==> src/rtl/wb_interconnect_arb_wrr.sv <==
// Wishbone bus arbiter: weighted round-robin or fixed priority, registered one-hot grant.
// Each tenure allows up to weight transfers and is always followed by at least one idle cycle.
module wb_interconnect_arb_wrr #(
    parameter int N_REQ    = 4,
    parameter int WEIGHT_W = 4,
    parameter int MODE     = 0,
    localparam int IDX_W   = (N_REQ > 1) ? $clog2(N_REQ) : 1
) (
    input  logic                        clock,
    input  logic                        reset,
    input  logic [N_REQ-1:0]            req,
    input  logic [N_REQ*WEIGHT_W-1:0]   weight,
    input  logic                        ack,
    output logic [N_REQ-1:0]            gnt,
    output logic [IDX_W-1:0]            gnt_idx,
    output logic                        gnt_valid
);

    typedef enum logic [0:0] {
        ST_IDLE  = 1'b0,
        ST_GRANT = 1'b1
    } state_t;

    localparam logic [IDX_W-1:0]    LAST_RST = IDX_W'(N_REQ - 1);
    localparam logic [WEIGHT_W-1:0] ONE_W    = WEIGHT_W'(1);

    state_t                 state_r, state_nxt_s;
    logic [N_REQ-1:0]       gnt_r, gnt_nxt_s;
    logic [IDX_W-1:0]       gnt_idx_r, gnt_idx_nxt_s;
    logic [IDX_W-1:0]       last_idx_r, last_idx_nxt_s;
    logic [IDX_W-1:0]       win_idx_s, pick_s;
    logic                   gnt_valid_r, gnt_valid_nxt_s;
    logic                   armed_r;
    logic                   win_found_s, held_s, start_s, release_s;
    logic [WEIGHT_W-1:0]    cnt_r, cnt_nxt_s, win_weight_s, win_load_s;
    int                     base_s;

    // Winner search: rotating start above last_idx, or index 0 in fixed-priority mode.
    always_comb begin
        win_found_s = 1'b0;
        win_idx_s   = '0;
        pick_s      = '0;
        base_s      = (MODE == 1) ? 0 : int'(last_idx_r) + 1;
        for (int k = 0; k < N_REQ; k++) begin
            pick_s = IDX_W'((base_s + k) % N_REQ);
            if (!win_found_s && req[pick_s]) begin
                win_found_s = 1'b1;
                win_idx_s   = pick_s;
            end else begin
                win_found_s = win_found_s;
            end
        end
    end

    // Weight of the winner; zero means a single transfer.
    always_comb begin
        win_weight_s = '0;
        for (int i = 0; i < N_REQ; i++) begin
            if (IDX_W'(i) == win_idx_s) begin
                win_weight_s = weight[i*WEIGHT_W +: WEIGHT_W];
            end else begin
                win_weight_s = win_weight_s;
            end
        end
        win_load_s = (win_weight_s == '0) ? ONE_W : win_weight_s;
    end

    assign held_s = req[gnt_idx_r];

    // State register.
    always_ff @(posedge clock or posedge reset) begin
        if (reset) begin
            state_r <= ST_IDLE;
        end else begin
            state_r <= state_nxt_s;
        end
    end

    // Next-state logic; armed_r keeps the first post-reset edge grant-free.
    always_comb begin
        start_s     = 1'b0;
        release_s   = 1'b0;
        state_nxt_s = state_r;
        case (state_r)
            ST_IDLE: begin
                if (armed_r && win_found_s) begin
                    start_s     = 1'b1;
                    state_nxt_s = ST_GRANT;
                end else begin
                    state_nxt_s = ST_IDLE;
                end
            end
            ST_GRANT: begin
                if (!held_s || (ack && (cnt_r <= ONE_W))) begin
                    release_s   = 1'b1;
                    state_nxt_s = ST_IDLE;
                end else begin
                    state_nxt_s = ST_GRANT;
                end
            end
            default: state_nxt_s = ST_IDLE;
        endcase
    end

    // Output and counter next values.
    always_comb begin
        gnt_nxt_s       = gnt_r;
        gnt_idx_nxt_s   = gnt_idx_r;
        gnt_valid_nxt_s = gnt_valid_r;
        cnt_nxt_s       = cnt_r;
        last_idx_nxt_s  = last_idx_r;
        if (start_s) begin
            gnt_nxt_s       = N_REQ'(1'b1) << win_idx_s;
            gnt_idx_nxt_s   = win_idx_s;
            gnt_valid_nxt_s = 1'b1;
            cnt_nxt_s       = win_load_s;
        end else if (release_s) begin
            gnt_nxt_s       = '0;
            gnt_idx_nxt_s   = '0;
            gnt_valid_nxt_s = 1'b0;
            cnt_nxt_s       = '0;
            last_idx_nxt_s  = gnt_idx_r;
        end else if ((state_r == ST_GRANT) && ack) begin
            cnt_nxt_s = cnt_r - ONE_W;
        end else begin
            cnt_nxt_s = cnt_r;
        end
    end

    // Output and counter registers; reset drops the grant without a clock.
    always_ff @(posedge clock or posedge reset) begin
        if (reset) begin
            gnt_r       <= '0;
            gnt_idx_r   <= '0;
            gnt_valid_r <= 1'b0;
            cnt_r       <= '0;
            last_idx_r  <= LAST_RST;
            armed_r     <= 1'b0;
        end else begin
            gnt_r       <= gnt_nxt_s;
            gnt_idx_r   <= gnt_idx_nxt_s;
            gnt_valid_r <= gnt_valid_nxt_s;
            cnt_r       <= cnt_nxt_s;
            last_idx_r  <= last_idx_nxt_s;
            armed_r     <= 1'b1;
        end
    end

    assign gnt       = gnt_r;
    assign gnt_idx   = gnt_idx_r;
    assign gnt_valid = gnt_valid_r;

endmodule

==> config.mk <==
export PLATFORM = sky130hd
export DESIGN_NAME = wb_interconnect_arb_wrr
export DESIGN_NICKNAME = d
export VERILOG_FILES = /design/src/rtl/wb_interconnect_arb_wrr.sv
export SDC_FILE = /design/constraint.sdc
export NUM_CORES = 1
export LEC_CHECK = 0
export ABC_AREA = 1
export CAP_MARGIN = 15
export CORE_UTILIZATION = 45
export DETAILED_ROUTE_END_ITERATION = 8
export PLACE_DENSITY = 0.84
export REMOVE_ABC_BUFFERS = 1
export SYNTH_ARGS = -nofsm -noshare
export SYNTH_HDL_FRONTEND = slang
export SYNTH_SLANG_ARGS = --single-unit
==> constraint.sdc <==
create_clock -name clock -period 2.64 [get_ports clock]
set_input_delay 0.528 -clock clock [delete_from_list [all_inputs] [get_ports clock]]
set_output_delay 0.528 -clock clock [all_outputs]
set_load 0.005 [all_outputs]
==> results of run 1 <==
[sequential cells by signal, summed over array words and instances, names as in the netlist]
register    count
armed_r         1
cnt_r           4
gnt             4
gnt_idx         2
gnt_valid       1
last_idx_r      2
state_r         1
[power groups by stage]
stage | combinational, mW | sequential [mW] | clock [mW]
6_report | 1.40 | 0.426 | 0.137
5_1_grt | 1.58 | 0.440 | 0.150
4_1_cts | 1.36 | 0.435 | 0.139
3_5_place_dp | 1.35 | 0.440 | 0
3_3_place_gp | 1.33 | 0.436 | 0
2_1_floorplan | 1.01 | 0.421 | 0
[critical path, cell delays in order, from the launching register on]
cell and delay, ns:
dfstp_2 0.62, inv_2 0.12, nand2_1 0.09, nand2_1 0.08, nand2_1 0.10, nand2_1 0.11
nand3_1 0.10, nand2_1 0.06, inv_1 0.09, nand3_4 0.13, nor2_1 0.18, nand2_1 0.07
nand3_1 0.12, nand2_1 0.07, nand3_1 0.08, nand2_1 0.05, nand2_1 0.07, a21oi_2 0.05
[worst min-delay path by stage]
stage	cells after the start	slack (ns)	endpoint
after floorplan	1	0.43	armed_r
after global placement	2	0.47	gnt_valid
after detailed placement	2	0.47	gnt_valid
after CTS	2	0.50	gnt_valid
after global routing	1	0.52	gnt[2]
final	2	0.50	gnt_valid
[repair_timing]
item                       CTS  global route
setup endpoints to repair    0             2
setup buffers                0             3
gates resized for setup      0             0
[layout make-up]
class	instances	area [µm²]
Fill cell	223	922.1
Multi-Input combinational cell	142	742.0
Tap cell	30	37.54
Timing Repair Buffer	34	327.8
Sequential cell	15	377.9
Clock buffer	4	26.28
Inverter	23	88.84
[synthesized netlist by cell type, types with 2 or more instances]
library cell | instances | area [µm²]
o22ai_1 | 2 | 12.51
dfstp_2 | 2 | 52.55
nand2_2 | 10 | 62.56
dfrtp_1 | 13 | 325.3
inv_2 | 3 | 11.26
a31oi_1 | 2 | 12.51
nand2_1 | 64 | 240.2
nand4_1 | 3 | 18.77
ha_1 | 2 | 25.02
a21oi_1 | 2 | 10.01
nor2_4 | 2 | 22.52
a32o_1 | 2 | 20.02
nand3_1 | 17 | 85.08
inv_1 | 19 | 71.32
nor2_1 | 8 | 30.03
o21ai_0 | 13 | 65.06
[logic make-up after synthesis]
| family | after synthesis | share of synthesized area [%] |
|---|---|---|
| buffers and inverters | 26 | 9.137 |
| DFF | 15 | 30.66 |
| xor gates and xnor gates | 1 | 0.7108 |
| and+or+nand+nor | 110 | 43.15 |
| adders and majority gates | 2 | 2.030 |
| other | 1 | 0.3043 |
| AOI/OAI and AO/OA | 28 | 14.01 |
[per-stage QoR]
stage | instances | total power [mW] | cell area, µm² | worst slack [ns] | hold WS, ns
detailed placement | 241 | 1.787 | 1551 | 0.03102 | 0.4707
global route | 248 | 2.169 | 1600 | 0.08598 | 0.5185
global placement | 241 | 1.764 | 1551 | 0.08218 | 0.4743
finish | 248 | 1.962 | 1600 | 0.3388 | 0.4996
floorplan | 180 | 1.433 | 1209 | 0.5009 | 0.4280
CTS | 245 | 1.929 | 1578 | 0.2271 | 0.4999
[metal layers]
metal  vias to the layer above  wire length (µm)  track usage (%)
met3                         7               134            2.500
met4                         0                53            6.410
li1                        669                 -                -
met2                        37              1308            35.77
met5                         -                 0                0
met1                       578              1415            30.80
==> impl_metrics.json, run 1 <==
{
  "port_buffers": 29,
  "fin_skew_ns": 0.01053,
  "rows": 18,
  "gr-usage-all-layers_pct": 22.08,
  "pwr-share-seq_pct": 21.7,
  "grt_pass1_vias": 1119,
  "seq_area_frac_synth_pct": 30.66,
  "clkPwrFrac_pct": 7.0,
  "slew_viol_final": 0,
  "outcome": "finished, final reports clean",
  "drive_gt1_share_pct": 14.22,
  "p_leak_nw": 0.7943,
  "drv_cap": 0,
  "rsz0062_at_grt": "false",
  "cp-start-kind": "flip-flop",
  "cts_tree": "yes",
  "gp_congestion": 0.8621,
  "grt_pass1_wl_mm": 4.685,
  "drc_errors": 0,
  "antenna_found_initial": 0,
  "die_w_um": 54.33,
  "combPwrFrac_pct": 71.3,
  "rr_worst_depth": 17,
  "hold_buffers": 0,
  "final_hold_viol_count": 0,
  "cts_sinks": 15,
  "worstPathRequired_ns": 2.83,
  "ys.warnings.count": 0,
  "endpoint_kind": "flip-flop",
  "path_clk_slew_ns": 0.10,
  "cts_inserted_buffers": 3,
  "ys.flop_type": "dfrtp_1",
  "wire_per_inst_um": 11.74,
  "ios": 30,
  "switching_share_pct": 52.42,
  "grt_overflow": 0,
  "vias": 1291,
  "min_path_type": "flip-flop to flip-flop",
  "setup_viol": 0,
  "peakVddDrop_uv": 886.7,
  "die_area_mm2": 0.002952,
  "clkLatencyLatePin_ns": 0.30,
  "routed_wirelength_mm": 2.911,
  "critPathKind": "flip-flop to flip-flop",
  "layout_min_cycle_time_ns": 2.301,
  "cts-root-buf": "clkbuf_4",
  "h-tree-depth": 1,
  "switchingPower_mw": 1.029,
  "grt_max_degree": 16,
  "n_antenna_cell": 0,
  "path_max_fanout": 11,
  "ys_types": 35,
  "drtAntennaViolNets": 0,
  "die_h_um": 54.33,
  "timing.rr.start": "last_idx_r[0]",
  "drt_first_iter_violations": 25,
  "max_freq_mhz": 434.5,
  "worstPathArrival_ns": 2.49,
  "relSlewSlack_pct": 59.86,
  "power.density_mw_per_mm2": 1226,
  "post-route-period-util_pct": 87.17,
  "core_region_area_mm2": 0.002522,
  "async_reset_ff_share_pct": 100.0,
  "nets": 244,
  "synthesis.area_mm2": 0.001232,
  "rr_endpoint": "cnt_r[0]",
  "startpoint": "last_idx_r[0]",
  "cts_max_path_buffers": 2,
  "final_common_cell": "nand2_1",
  "r2r_slack_ns": 0.34,
  "final_util_pct": 63.44,
  "min-delay-start": "gnt_valid",
  "synth_seq_cells": 15,
  "firstDrtPassIters": 5,
  "netlist_instances": 183,
  "tightest_slew_ns": 0.6014,
  "final_cell_mix": "nand2_1, clkdlybuf4s50_1, inv_1, nand3_1",
  "synth-edff-count": 0,
  "dp_hpwl_mm": 2.216,
  "vias_per_cell": 5.206,
  "syn_area_per_cell_um2": 6.735,
  "initial_core_util_pct": 48.86,
  "syn_to_final_growth_pct": 29.85,
  "cp-endpoint": "cnt_r[0]",
  "tns_ns": 0,
  "intPower_uw": 933.6
}
Power figures use the tool's default switching activity.
==> run 2, diff against run 1 <==
--- a/config.mk
+++ b/config.mk
@@ -8,6 +8,7 @@
 export ABC_AREA = 1
 export CAP_MARGIN = 15
 export CORE_UTILIZATION = 45
+export CTS_CLUSTER_SIZE = 8
 export DETAILED_ROUTE_END_ITERATION = 8
 export PLACE_DENSITY = 0.84
 export REMOVE_ABC_BUFFERS = 1
==> results of run 2 <==
Same layout as run 1: the final DEF is identical, and so are final timing and power.
